`config.mk`:
```
export PLATFORM = sky130hd
export DESIGN_NAME = obstacle_ctrl
export DESIGN_NICKNAME = d
export VERILOG_FILES = /design/src/rtl/game_pkg.sv /design/src/rtl/lfsr_rand.sv /design/src/rtl/obstacle_ctrl.sv
export SDC_FILE = /design/constraint.sdc
export NUM_CORES = 1
export LEC_CHECK = 0
export BUFFER_PORTS_ARGS = -buffer_cell sky130_fd_sc_hd__buf_2
export CORE_UTILIZATION = 38
export CTS_BUF_LIST = sky130_fd_sc_hd__clkbuf_4 sky130_fd_sc_hd__clkbuf_8 sky130_fd_sc_hd__clkbuf_16
export DETAILED_ROUTE_END_ITERATION = 10
export GPL_ROUTABILITY_DRIVEN = 0
export PLACE_DENSITY = 0.63
export SLEW_MARGIN = 20
export SYNTH_ARGS = -nofsm -noshare
export SYNTH_HDL_FRONTEND = slang
export SYNTH_SLANG_ARGS = --single-unit
```
`constraint.sdc`:
```
create_clock -name clk -period 10.79 [get_ports clk]
set_clock_uncertainty 0.2 [all_clocks]
set_input_delay 0 -clock clk [delete_from_list [all_inputs] [get_ports clk]]
set_output_delay 0 -clock clk [all_outputs]
set_load 0.03 [all_outputs]
```
`src/rtl/game_pkg.sv`:
```
// Shared game definitions for the obstacle and screen blocks.
// Provides screen geometry, gamemode encoding and the obstacle FSM states.
package game_pkg;

    localparam int unsigned H_RES   = 640;
    localparam int unsigned V_RES   = 480;
    localparam int unsigned NUM_OBS = 10;

    typedef enum logic [1:0] {
        GM_START = 2'b00,
        GM_GAME  = 2'b01,
        GM_PAUSE = 2'b10,
        GM_END   = 2'b11
    } gamemode_t;

    typedef enum logic [1:0] {
        ST_IDLE,
        ST_UPDATE,
        ST_SPAWN
    } obs_state_t;

    // Lowest obstacle bottom edge must stay on screen for any random offset.
    function automatic bit y_range_ok(input int unsigned y_min, input int unsigned obs_h);
        return (y_min + 255 + obs_h) < V_RES;
    endfunction

endpackage

```
`src/rtl/lfsr_rand.sv`:
```
// 16-bit Galois LFSR, x^16+x^14+x^13+x^11+1, seeded with 16'hACE1.
// Free-running: steps every cycle, cleared only by rst.
module lfsr_rand (
    input  logic        clk,
    input  logic        rst,
    output logic [15:0] q
);

    always_ff @(posedge clk) begin
        if (rst) begin
            q <= 16'hACE1;
        end else begin
            q <= {1'b0, q[15:1]} ^ (q[0] ? 16'hB400 : 16'h0000);
        end
    end

endmodule

```
`src/rtl/obstacle_ctrl.sv`:
```
// Obstacle slot owner: spawns at the right edge, scrolls left once per frame, retires at the left edge.
// Optional build macro OBSTACLE_SPEEDUP_EN raises scroll speed as spawns accumulate.
module obstacle_ctrl
    import game_pkg::*;
#(
    parameter int unsigned OBS_W          = 40,
    parameter int unsigned OBS_H          = 120,
    parameter int unsigned SPEED          = 2,
    parameter int unsigned SPAWN_FRAMES   = 90,
    parameter int unsigned Y_MIN          = 32,
    parameter int unsigned MAX_SPEED      = 8,
    parameter int unsigned SPEEDUP_SPAWNS = 8
) (
    input  logic            clk,
    input  logic            rst,
    input  logic            frame_tick,
    input  logic [1:0]      gamemode,
    output logic [9:0][9:0] obstacle_x_game_left,
    output logic [9:0][9:0] obstacle_x_game_right,
    output logic [9:0][8:0] obstacle_y_game_up,
    output logic [9:0][8:0] obstacle_y_game_down,
    output logic [15:0]     passed_count,
    output logic            busy
);

    localparam int unsigned CW = (SPAWN_FRAMES > 1) ? $clog2(SPAWN_FRAMES) : 1;
    localparam logic [CW-1:0] FRAME_LAST = CW'(SPAWN_FRAMES - 1);
    localparam logic [9:0] SPAWN_L = 10'(H_RES);
    localparam logic [9:0] SPAWN_R = 10'(H_RES + OBS_W);

    if (!y_range_ok(Y_MIN, OBS_H)) begin : g_y_range_check
        $error("obstacle_ctrl: Y_MIN + 255 + OBS_H must be below V_RES");
    end

    gamemode_t     gm;
    obs_state_t    state, state_nxt;
    logic [3:0]    idx, idx_nxt;
    logic [CW-1:0] frame_cnt;
    logic [15:0]   rnd;
    logic [9:0]    spd;
    logic [9:0]    cur_l, cur_r;
    logic          free_found;
    logic [3:0]    free_idx;
    logic [8:0]    spawn_up;
    logic          unused_rnd_hi;

    assign gm            = gamemode_t'(gamemode);
    assign busy          = (state != ST_IDLE);
    assign cur_l         = obstacle_x_game_left[idx];
    assign cur_r         = obstacle_x_game_right[idx];
    assign spawn_up      = 9'(Y_MIN) + {1'b0, rnd[7:0]};
    assign unused_rnd_hi = ^rnd[15:8];

    lfsr_rand u_lfsr (
        .clk (clk),
        .rst (rst),
        .q   (rnd)
    );

    always_comb begin
        state_nxt = state;
        idx_nxt   = idx;
        case (state)
            ST_IDLE: begin
                if (frame_tick && gm == GM_GAME) begin
                    state_nxt = ST_UPDATE;
                    idx_nxt   = '0;
                end
            end
            ST_UPDATE: begin
                if (idx == 4'(NUM_OBS - 1)) begin
                    state_nxt = ST_SPAWN;
                end else begin
                    idx_nxt = idx + 4'd1;
                end
            end
            ST_SPAWN: state_nxt = ST_IDLE;
            default:  state_nxt = ST_IDLE;
        endcase
    end

    always_comb begin
        free_found = 1'b0;
        free_idx   = '0;
        for (int unsigned i = 0; i < NUM_OBS; i++) begin
            if (!free_found && obstacle_x_game_right[i] == '0) begin
                free_found = 1'b1;
                free_idx   = 4'(i);
            end
        end
    end

    always_ff @(posedge clk) begin
        if (rst || gm == GM_START) begin
            state                 <= ST_IDLE;
            idx                   <= '0;
            frame_cnt             <= '0;
            passed_count          <= '0;
            obstacle_x_game_left  <= '0;
            obstacle_x_game_right <= '0;
            obstacle_y_game_up    <= '0;
            obstacle_y_game_down  <= '0;
        end else begin
            state <= state_nxt;
            idx   <= idx_nxt;
            if (state == ST_UPDATE && cur_r != '0) begin
                if (cur_r <= spd) begin
                    obstacle_x_game_left[idx]  <= '0;
                    obstacle_x_game_right[idx] <= '0;
                    obstacle_y_game_up[idx]    <= '0;
                    obstacle_y_game_down[idx]  <= '0;
                    if (passed_count != '1) begin
                        passed_count <= passed_count + 16'd1;
                    end
                end else begin
                    obstacle_x_game_right[idx] <= cur_r - spd;
                    obstacle_x_game_left[idx]  <= (cur_l > spd) ? cur_l - spd : '0;
                end
            end
            // The counter wraps even when every slot is occupied and the spawn is dropped.
            if (state == ST_SPAWN) begin
                if (frame_cnt == FRAME_LAST) begin
                    frame_cnt <= '0;
                    if (free_found) begin
                        obstacle_x_game_left[free_idx]  <= SPAWN_L;
                        obstacle_x_game_right[free_idx] <= SPAWN_R;
                        obstacle_y_game_up[free_idx]    <= spawn_up;
                        obstacle_y_game_down[free_idx]  <= spawn_up + 9'(OBS_H);
                    end
                end else begin
                    frame_cnt <= frame_cnt + 1'b1;
                end
            end
        end
    end

`ifdef OBSTACLE_SPEEDUP_EN
    localparam int unsigned SCW = (SPEEDUP_SPAWNS > 1) ? $clog2(SPEEDUP_SPAWNS) : 1;
    localparam logic [SCW-1:0] SPAWNS_LAST = SCW'(SPEEDUP_SPAWNS - 1);

    logic [SCW-1:0] spawn_cnt;
    logic           spawn_ok;

    assign spawn_ok = (state == ST_SPAWN) && (frame_cnt == FRAME_LAST) && free_found;

    always_ff @(posedge clk) begin
        if (rst || gm == GM_START) begin
            spd       <= 10'(SPEED);
            spawn_cnt <= '0;
        end else if (spawn_ok) begin
            if (spawn_cnt == SPAWNS_LAST) begin
                spawn_cnt <= '0;
                if (spd < 10'(MAX_SPEED)) begin
                    spd <= spd + 10'd1;
                end
            end else begin
                spawn_cnt <= spawn_cnt + 1'b1;
            end
        end
    end
`else
    assign spd = 10'(SPEED);
`endif

endmodule

```
==> metrics.md <==
| Metric | Value |
|---|---|
| Post-Syn Area | `0.01727 mm²` |
| Met3 wire length | `~8600 µm` |
| Share of layout cells above drive strength 1 | `0.2634` |
| Setup-failing EPs final | `0` |
| Synth Instances | `roughly 1800` |
| Hold WC Path Type | `input port to flip-flop` |
| Post-synth EDFFs | `0` |
| Synth area leader | `dfxtp_1` |
| Fmax | `190.8 MHz` |
| Syn_nets | `approximately 1800` |
| Post-Layout Cell Count | `between 2000 and 3000` |
| Synthesis Warnings | `0` |
| Peak supply drop | `0.1291 mV` |
| Worst Path Arrival | `5550 ps` |
| CTS H-Tree Depth | `2` |
| Post-placement cell count | `around 2700` |
| Final #Nets | `2186` |
| Slew Limit Fails | `0` |
| Final WL | `roughly 72000 µm` |
| Hold slack | `167.7 ps` |
| Total gr overflow | `0` |
| Synth cell types | `80` |
| Post-cts repair resize count | `0` |
| Top-area cell type share of the netlist area | `0.4926` |
| Crit-path max FO | `53` |
| CTS tree | `built` |
| WS Path Type | `flip-flop to flip-flop` |
| 1st-pass router iterations | `6` |
| Number of DRC markers in iteration 0 | `2126` |
| Total CTS buffers | `45` |
| Vias per cell | `about 6.1` |
| Boundary pin count | `402` |
| Status | `completed` |
| Initial antenna violation count | `2` |
| Main synth FF type | `dfxtp_1` |
| Top-count cell post-synth | `dfxtp_1` |
| IO Port Bufs | `approximately 400` |
| Core area | `around 0.045 mm²` |
| Deepest clock path buffer count | `3` |
| P per Cell Area | `155.0 mW/mm²` |
| Pint | `2.521 mW` |
| P_sw | `0.7546 mW` |
| CP startpoint kind | `flip-flop` |
| Static Leak | `8.740 nW` |
| Die X | `roughly 220 µm` |
| Sequential power share | `0.483` |
| Clock root cell | `clkbuf_16` |
| WL met1 | `about 28000 µm` |
| Initial Util | `0.3880` |
| Post-synthesis register bit count | `425` |
| Final Hold Fails | `0` |
| Minimum clock period | `between 5000 and 6000 ps` |
| Worst slack, placed | `5676 ps` |
| TritonCTS Sinks | `~430` |
| Residual DRC | `0` |
| Setup TNS | `0 ps` |
| Final WS setup | `between 5000 and 6000 ps` |
| Seq/Total Area, Yosys | `0.4926` |
| Die Span Y | `215.2 µm` |
| Top cells by area, synth | `dfxtp_1 (49%), a22o_1 (6.2%), mux2i_1 (3.9%), nand2_1 (3.8%), o21ai_0 (3.3%)` |
| Slew @ Worst Pin | `1221 ps` |
| First-pass GRT wire length | `between 100000 and 150000 µm` |
| Pin count of the biggest net entering global routing | `62` |
| Per-cell routed wire length | `25.65 µm` |
| Vias in the first global route | `15599` |
| Switching share of total power | `0.2304` |
| Clk network pwr share | `0.486` |
| Tot Pwr | `3.276 mW` |
| Insertion delay to the later sink of the worst-skew pair | `600 ps` |
| CP Data Required Time | `between 10000 and 15000 ps` |
| Period Utilization, post-route | `0.4858` |
| DR WL met2 | `31320 µm` |
| Logic pwr share | `0.031` |
| Total GRT Usage | `0.2987` |
| Post-DP HPWL | `51030 µm` |
| Antenna Nets Post-Route | `0` |
| RSZ-0062 raised after global routing | `false` |
| Relative slew margins | `0.1814` |
| Maxcap violations | `0` |
| Die ar. | `0.04631 mm²` |
| Top sig layer | `met5` |
| Synth async-reset ratio | `0` |
| CTS clock-pin slew for the worst setup and hold paths | `60 ps` |
| Top cells by count, synth | `dfxtp_1 (425), nand2_1 (177), nor2_1 (149)` |
| Row count | `77` |
| Syn Area/Cell | `between 9 and 10 µm²` |
| CP endpoint kind | `flip-flop` |
| P&R area growth vs syn | `22.37%` |
| Vias | `17079` |
[layer usage]
layer  vias to the layer above  track usage
li1                       7397            -
met1                      8234       0.3911
met2                      1230       0.4563
met3                       216      0.08139
met4                         2       0.1369
met5                         -            0
[kinds of logic after synthesis]
kind of cell             after synthesis  share of synthesized area
AND/OR/NAND/NOR                      610                     0.1674
AO/OA/AOI/OAI                        514                     0.2089
flip-flops                           425                     0.4926
buffers and inverters                134                    0.04339
multiplexers                          89                    0.06353
XOR/XNOR                              32                    0.01623
adder cells (fa/ha/maj)               11                   0.007969
[placed cells by master (no fill, tap or decap), types with 18 or more instances in the layout]
| master | netlist | final |
|---|---|---|
| dfxtp_1 | 425 | 423 |
| buf_2 | 23 | 401 |
| nand2_1 | 177 | 177 |
| nor2_1 | 149 | 147 |
| a22o_1 | 123 | 123 |
| o21ai_0 | 114 | 113 |
| nand3_1 | 103 | 103 |
| a21oi_1 | 96 | 95 |
| mux2i_1 | 68 | 67 |
| o22ai_1 | 55 | 55 |
| clkbuf_16 | 0 | 46 |
| nor3_1 | 47 | 43 |
| nand4_1 | 23 | 23 |
| o2bb2ai_1 | 21 | 21 |
| buf_4 | 8 | 20 |
| nor4_1 | 19 | 18 |
[repair_timing]
item                      CTS  global route
buffers inserted            0             0
hold buffers                7             0
hold endpoints to repair   40             0
[per-stage QoR]
stage / area [µm²] / util
2_1_floorplan: 17270 / -
6_report: 21140 / 0.4748
3_3_place_gp: 19520 / 0.4386
5_1_grt: 21130 / 0.4748
3_5_place_dp: 19530 / 0.4387
4_1_cts: 21130 / 0.4746
[state kept, by name (all words and copies together), names as in the netlist]
name                   flops
frame_cnt                  7
idx                        4
obstacle_x_game_left     100
obstacle_x_game_right    100
obstacle_y_game_down      90
obstacle_y_game_up        90
passed_count              16
state                      2
u_lfsr.q                  16
[worst max-delay path: stages, from the launching register on]
cell and delay, ps:
dfxtp_4 570, buf_4 750, or3b_2 600, o22ai_1 200, a221oi_1 460, ha_1 270, nor4b_1 610, nand4_1 200
xnor2_1 170, or4_1 560, or2_2 360, o22ai_1 150
[final cells by class]
| class | count | area (µm²) |
|---|---|---|
| clock inverter | 16 | 168.9 |
| timing repair buffer | 428 | 2227 |
| antenna | 1 | 2.502 |
| tap | 592 | 740.7 |
| sequential | 425 | 8513 |
| fill | 4216 | 23370 |
| clock buffer | 67 | 1359 |
| multi-input combinational | 1256 | 8071 |
| inverter | 14 | 52.55 |
[power groups by stage]
stage | registers (mW) | clock network, mW | logic (mW)
after floorplan | 1.61 | 0 | 0.0685
after global placement | 1.62 | 0 | 0.0966
after detailed placement | 1.62 | 0 | 0.0982
after CTS | 1.58 | 1.61 | 0.100
after global routing | 1.58 | 1.67 | 0.106
final | 1.58 | 1.59 | 0.102
[worst paths after layout]
kind	start	end	slack [ps]	cells after the start
worst max-delay path	idx[1]	obstacle_x_game_left[77]	5550	11
worst max register to register	idx[1]	obstacle_x_game_left[77]	5550	11
worst min register to register	u_lfsr.q[12]	u_lfsr.q[11]	210	1
worst min-delay path	rst	u_lfsr.q[2]	170	3
Note: power is estimated with default switching activity, not from simulation.
